<file path="src/rtl/mux_b_pipe.sv">
`default_nettype none
// +--------------------------------------------------------------------------+
// | mux_b_pipe: registered operand-B select with a valid/ready 2-entry skid. |
// | Optional: MUX_B_SEL_ERR_EN adds a sticky sel_err output.                 |
// | Revision: 1.0                                                            |
// +--------------------------------------------------------------------------+
module mux_b_pipe #(
  parameter int WIDTH   = 16,
  parameter int NUM_SRC = 3,
  parameter int SEL_W   = 2,
  parameter int IMM_W   = 8
) (
  input  logic                     clk,
  input  logic                     rst,
  input  logic                     in_valid,
  output logic                     in_ready,
  input  logic [NUM_SRC*WIDTH-1:0] src_data,
  input  logic [IMM_W-1:0]         imm,
  input  logic                     imm_sext,
  input  logic [SEL_W-1:0]         sel,
  output logic                     out_valid,
  input  logic                     out_ready,
  output logic [WIDTH-1:0]         out_data,
  output logic [SEL_W-1:0]         out_src
`ifdef MUX_B_SEL_ERR_EN
  ,
  output logic                     sel_err
`endif
);

  localparam logic [SEL_W-1:0] c_imm_sel = SEL_W'(NUM_SRC);

  typedef enum logic [1:0] {
    ST_EMPTY = 2'd0,
    ST_HALF  = 2'd1,
    ST_FULL  = 2'd2
  } state_t;

  state_t            r_state;
  state_t            w_state_nxt;
  logic              w_accept;
  logic              w_transfer;
  logic              w_load_main_in;
  logic              w_load_main_skid;
  logic              w_load_skid;
  logic [WIDTH-1:0]  w_imm_ext;
  logic [WIDTH-1:0]  w_sel_data;
  logic [WIDTH-1:0]  r_main_data;
  logic [SEL_W-1:0]  r_main_src;
  logic [WIDTH-1:0]  r_skid_data;
  logic [SEL_W-1:0]  r_skid_src;

  // in_ready depends only on registered state, never on out_ready.
  assign in_ready   = !rst && (r_state != ST_FULL);
  assign out_valid  = (r_state != ST_EMPTY);
  assign out_data   = r_main_data;
  assign out_src    = r_main_src;
  assign w_accept   = in_valid && in_ready;
  assign w_transfer = out_valid && out_ready;

  generate
    if (IMM_W < WIDTH) begin : g_imm_ext
      assign w_imm_ext = {{(WIDTH-IMM_W){imm_sext & imm[IMM_W-1]}}, imm};
    end else begin : g_imm_full
      assign w_imm_ext = imm;
    end
  endgenerate

  always_comb begin
    w_sel_data = '0;
    for (int k = 0; k < NUM_SRC; k++) begin
      if (sel == SEL_W'(k)) w_sel_data = src_data[k*WIDTH +: WIDTH];
    end
    if (sel == c_imm_sel) w_sel_data = w_imm_ext;
  end

  always_ff @(posedge clk or posedge rst) begin
    if (rst) r_state <= ST_EMPTY;
    else     r_state <= w_state_nxt;
  end

  always_comb begin
    w_state_nxt      = r_state;
    w_load_main_in   = 1'b0;
    w_load_main_skid = 1'b0;
    w_load_skid      = 1'b0;
    case (r_state)
      ST_EMPTY: begin
        if (w_accept) begin
          w_load_main_in = 1'b1;
          w_state_nxt    = ST_HALF;
        end
      end
      ST_HALF: begin
        if (w_accept && w_transfer) begin
          w_load_main_in = 1'b1;
        end else if (w_accept) begin
          w_load_skid = 1'b1;
          w_state_nxt = ST_FULL;
        end else if (w_transfer) begin
          w_state_nxt = ST_EMPTY;
        end
      end
      ST_FULL: begin
        if (w_transfer) begin
          w_load_main_skid = 1'b1;
          w_state_nxt      = ST_HALF;
        end
      end
      default: w_state_nxt = ST_EMPTY;
    endcase
  end

  // Main stays put on a bare transfer so EMPTY shows the last operand.
  always_ff @(posedge clk or posedge rst) begin
    if (rst) begin
      r_main_data <= '0;
      r_main_src  <= '0;
      r_skid_data <= '0;
      r_skid_src  <= '0;
    end else begin
      if (w_load_main_in) begin
        r_main_data <= w_sel_data;
        r_main_src  <= sel;
      end else if (w_load_main_skid) begin
        r_main_data <= r_skid_data;
        r_main_src  <= r_skid_src;
      end
      if (w_load_skid) begin
        r_skid_data <= w_sel_data;
        r_skid_src  <= sel;
      end
    end
  end

`ifdef MUX_B_SEL_ERR_EN
  logic r_sel_err;
  assign sel_err = r_sel_err;

  always_ff @(posedge clk or posedge rst) begin
    if (rst)                             r_sel_err <= 1'b0;
    else if (w_accept && sel > c_imm_sel) r_sel_err <= 1'b1;
  end
`endif

endmodule
`default_nettype wire

</file>
<file path="config.mk">
export PLATFORM = sky130hd
export DESIGN_NAME = mux_b_pipe
export DESIGN_NICKNAME = d
export VERILOG_FILES = /design/src/rtl/mux_b_pipe.sv
export SDC_FILE = /design/constraint.sdc
export NUM_CORES = 1
export LEC_CHECK = 0
export BUFFER_PORTS_ARGS = -buffer_cell sky130_fd_sc_hd__buf_4
export CAP_MARGIN = 15
export CORE_MARGIN = 2
export CORE_UTILIZATION = 25
export CTS_CLUSTER_SIZE = 24
export DETAILED_ROUTE_END_ITERATION = 8
export HOLD_SLACK_MARGIN = 0.08
export PLACE_DENSITY_LB_ADDON = 0.3
export SLEW_MARGIN = 20
export SYNTH_ARGS = -nofsm -noshare
export SYNTH_HDL_FRONTEND = slang
export SYNTH_SLANG_ARGS = --single-unit
</file>
<file path="constraint.sdc">
create_clock -name clk -period 1.67 [get_ports clk]
set_clock_uncertainty 0.05 [all_clocks]
set_input_delay 0.167 -clock clk [delete_from_list [all_inputs] [get_ports clk]]
set_output_delay 0.167 -clock clk [all_outputs]
set_load 0.02 [all_outputs]
</file>
# [Yosys cells after proc, flatten, opt, wreduce, memory -nomap -nowiden]
# Cells that the tools add are included.
[word_totals] out_inout_bits=20 inputBits=63 register_bits=38
[op_classes] n_eq_ne=10 reduce_logical=10 mux=21 n_bitwise=1
[op_table] cell="$mux 16" count=6
[op_table] cell="$mux 2" count=7
[op_table] cell="$ne 2x2->1 const B" count=4
[op_table] cell="$eq 2x2->1 const B" count=3
[op_table] cell="$mux 1" count=6
[op_table] cell="$pmux 2 s3" count=1
[op_table] cell="$eq 2x1->1 const B" count=2
[op_table] cell="$logic_and 1x1->1" count=4
[op_table] cell="$logic_not 2->1" count=2
[op_table] cell="$reduce_and 4->1" count=1
[op_table] cell="$reduce_bool 2->1" count=2
[op_table] cell="$ne 3x3->1 const B" count=1
[op_table] cell="$pmux 1 s2" count=1
[op_table] cell="$and 1x1->1" count=1
[op_table] cell="$logic_not 1->1" count=1

# [Longest topological paths before layout]
[depth] ltp_word=7 depth_mapped=5

# [Worst setup path after synthesis]
# No wires, ideal clock.
[synth_path] path_kind="input-to-output" from="input port rst" to="output port in_ready" path_stages=2 path_slack_ns=0.124 path_buffers=0 arrival_time_ns=1.329 cell_sequence="inv_1 and2_1"
[synth_between] elab_chain_len=2
[synth_lines] element="start: declaration" line_no="14" rtl="input logic rst,"
[synth_lines] element="$logic_not 1->1 (no line)"
[synth_lines] element="$logic_and 1x1->1" line_no="54" rtl="assign in_ready = !rst && (r_state != ST_FULL);"
[synth_lines] element="end: declaration" line_no="16" rtl="output logic in_ready,"
# Every way passes these cells.

# [Worst setup path in the final report]
[layout_path] from="input port rst" to="register r_main_data[10] (netlist: out_data[10])"
[layout_between] elab_chain_len=7
[layout_lines] element="$logic_not 1->1 (no line) *"
[layout_lines] element="$logic_and 1x1->1 *" line_no="54"
[layout_lines] element="$logic_and 1x1->1 *" line_no="58" rtl="assign w_accept = in_valid && in_ready;"
[layout_lines] element="$logic_and 1x1->1" line_no="95" rtl="if (w_accept && w_transfer) begin"
[layout_lines] element="$mux 1" line_no="95"
[layout_lines] element="$pmux 1 s2 *" line_no="87" rtl="case (r_state)"
[layout_lines] element="$mux 16 or $reduce_bool 2->1 (tied branches)"
[layout_lines] element="end signal: assignment" line_no="123" rtl="r_main_data <= w_sel_data;"
[layout_lines] element="end signal: assignment" line_no="126" rtl="r_main_data <= r_skid_data;"
[layout_lines] element="end: declaration" line_no="48" rtl="logic [WIDTH-1:0] r_main_data;"
# Every way passes the cells marked *; elsewhere a longest branch is shown, timed or not.
# A chain may end at the register's enable or synchronous reset.

==> results_dict.tcl <==
set metrics [dict create \
    layout-drive-gt1-share 0.650 \
    worstHoldPathType "input pin to flip-flop" \
    crit_type "input pin to flip-flop" \
    seqCellArea_sq_um 952 \
    r2r.worst_path.cells 4 \
    numCtsBuffers 5 \
    critPathSlowestCell "dlygate4sd3_1" \
    maxSlewHeadroom 0.669 \
    routedWlPerCell_um 15.5 \
    p_total_w 0.00324 \
    n_antenna_cell 0 \
    coreArea_sq_mm 0.00826 \
    grt_max_degree 39 \
    synthCells 142 \
    final_nets 299 \
    root_buffer "clkbuf_8" \
    synth.distinct_cells 29 \
    crit_end "out_data[10]" \
    grt_antenna_before_repair 0 \
    fillCellCount 841 \
    setup_viol 0 \
    dpl_worst_slack_ns 0.0761 \
    crit_family "buffers and inverters" \
    dr.pass1.iters 4 \
    yosys_warnings 0 \
    synth_xor_area_frac 0 \
    worstMarginPinSlew_ns 0.497 \
    leakage_nw 1.44 \
    syn_avg_cell_area_sq_um 15.0 \
    drtIter0Drc 65 \
    grt_overflow 0 \
    required_ns 1.80 \
    start_util 0.259 \
    slowest_delay_ns 0.54 \
    fp.dieW_um 96.4 \
    status "finished, final reports clean" \
    ios 83 \
    drc_errors 0 \
    end_kind "flip-flop" \
    synth_area_sq_mm 0.00214 \
    startpoint_type "input pin" \
    synth_simple_gate_area_frac 0.0703 \
    hpwl_um 3920 \
    grt_pass1_wl_um 8280 \
    routed_wl_um 5320 \
    synthesis.nets 205 \
    gp_congestion 0.704 \
    grt_pass1_vias 1595 \
    post-route-period-util 0.962 \
    path_buf_inv 3 \
    peakVddDrop_mv 0.386 \
    setup_ws_ns 0.0640 \
    multi_input_area_sq_mm 0.00112 \
    fmax_ghz 0.623 \
    synth_top_family_by_area "multiplexers" \
    maxCapViolations 0 \
    finalHoldViolations 0 \
    drt-vias-per-instance 4.60 \
    fp.dieH_um 96.4 \
    r2r_start "r_state[0]" \
    rows 33 \
    clock_latency_ns 0.28 \
    grt_usage 0.120 \
    cts.clk_slew.worst_paths_ns 0.07 \
    num_vias 1573 \
    cts_htree_levels 2 \
    synth-seq-area-share 0.445 \
    rr_endpoint "out_data[9]" \
    synth-seq-cells 38 \
    r2r_slack_ns 0.08 \
    powerDensity_mw_per_mm2 1060 \
    cts.path.max_buffers 2 \
    cp_cell_sequence "dlygate4sd3_1 > buf_4 > nor3b_2 > buf_6 > nand2_4 > mux2_2" \
    area_delta_synth_final_pct 43.3 \
    yosys.area_share.adder 0 \
    cp.depth 6 \
    cts_sinks 38 \
    die-area_sq_mm 0.00930 \
    path_max_fanout 11 \
    fin_util 0.371 \
    postRouteAntennaNets 0 \
    synth_compound_area_frac 0.0445 \
    crit_start "rst" \
    min_period_ns 1.61 \
    report.final.slew_viol_count 0 \
    port_buffers 82 \
    cts_tree "built" \
    synth.area.mux_share 0.407 \
    cp.arrival_ns 1.73 \
]
## Yosys cell counts
library cell / instances / area, sq um
clkbuf_1: 1 / 3.75
nand3b_1: 1 / 7.51
and2_1: 4 / 25.0
inv_1: 1 / 3.75
and3b_1: 1 / 8.76
mux4_1: 6 / 158
dfrtp_1: 38 / 951
buf_1: 1 / 3.75
or2_2: 1 / 6.26
nor3b_2: 1 / 12.5
o22ai_1: 1 / 6.26
nand2_4: 1 / 11.3
o21ai_0: 7 / 35.0
mux4_2: 10 / 225
nor3_1: 1 / 5.00
mux2_2: 25 / 282
mux2i_1: 7 / 70.1
buf_2: 2 / 10.0
mux2_4: 9 / 135
a221o_1: 4 / 40.0
and3_1: 2 / 12.5
buf_6: 3 / 33.8
a21oi_1: 1 / 5.00
buf_4: 2 / 15.0
nor2b_1: 1 / 6.26
nand2b_1: 3 / 18.8
a21oi_2: 1 / 8.76
nand3_1: 6 / 30.0
nand2_2: 1 / 6.26
## registers in the layout (all words and copies together) (netlist names)
| register | cells |
|---|---|
| r_state | 2 |
| out_data | 16 |
| r_skid_src | 2 |
| out_src | 2 |
| r_skid_data | 16 |
## cell type report
class                           count  share of cell area
Clock inverter                      2             0.00409
Timing Repair Buffer               96               0.248
Sequential cell                    38               0.311
Inverter                            1             0.00123
Clock buffer                        6              0.0270
Tap cell                          105              0.0429
Multi-Input combinational cell     94               0.365
## layout by cell type, fill, tap and decap left out, types with 2 or more instances in the layout
cell type and instances:
buf_4 88, dfrtp_1 37, mux2_2 25, mux4_2 10, mux2_4 9, mux2i_1 7, o21ai_0 7, mux4_1 6
nand3_1 6, clkbuf_8 6, buf_6 5, a221o_1 4, and2_1 4, and3_1 2, nand2b_1 2
## power breakdown
| group | total (W) | leakage, nW | switching (W) | internal [W] |
|---|---|---|---|---|
| Clock | 0.000663 | 0.0472 | 0.000331 | 0.000332 |
| Combinational | 0.00117 | 0.925 | 0.000468 | 0.000697 |
| Sequential | 0.00141 | 0.466 | 0.000175 | 0.00124 |
| Total | 0.00324 | 1.44 | 0.000974 | 0.00227 |
## kinds of logic (layout without fill, tap and decap cells)
logic type	after synthesis	after routing
flip-flops	38	38
buffers and inverters	10	105
multiplexers	57	57
AO/OA/AOI/OAI	14	14
AND/OR/NAND/NOR	23	23
## routing by layer
layer  up-vias  routed length [um]  global-route usage  share of wire
met5         -                   0                   0              0
met4         0                  63              0.0352          0.012
met3         6                 358              0.0318          0.067
met2        53                2480               0.189           0.47
met1       772                2420               0.162           0.45
li1        742                   -                   -              -
## how the worst min path moves through the flow
stage	depth (start not counted)	slack [ns]	start	endpoint
6_report	3	0.25	out_ready	r_state[1]
5_1_grt	3	0.28	out_ready	r_state[1]
4_1_cts	3	0.29	src_data[44]	r_skid_data[12]
3_5_place_dp	3	0.32	rst	r_state[1]
3_3_place_gp	3	0.31	rst	out_data[15]
2_1_floorplan	1	0.22	out_ready	r_state[1]
## stage by stage
| stage | TNS, ns | hold WS, ns | instance area (sq um) | std cells |
|---|---|---|---|---|
| detailed placement | 0 | 0.320 | 2910 | 331 |
| global placement | 0 | 0.307 | 2910 | 331 |
| floorplan | 0 | 0.224 | 2140 | 142 |
| CTS | 0 | 0.287 | 3030 | 341 |
| finish | 0 | 0.246 | 3060 | 342 |
| global route | -0.0152 | 0.279 | 3060 | 342 |
## tightest hold or removal path: cells and delay by family
family                 cells  cell delay (ns)
buffers and inverters      2             0.30
AO/OA/AOI/OAI              1             0.07
## timing repair
action | 4_1_cts | 5_1_grt
setup endpoints to repair | 0 | 12
hold buffers | 2 | 0
gates resized for setup | 0 | 9
buffers inserted | 0 | 1
endpoints found under the hold margin | 39 | 0
Power figures use the tool's default switching activity.
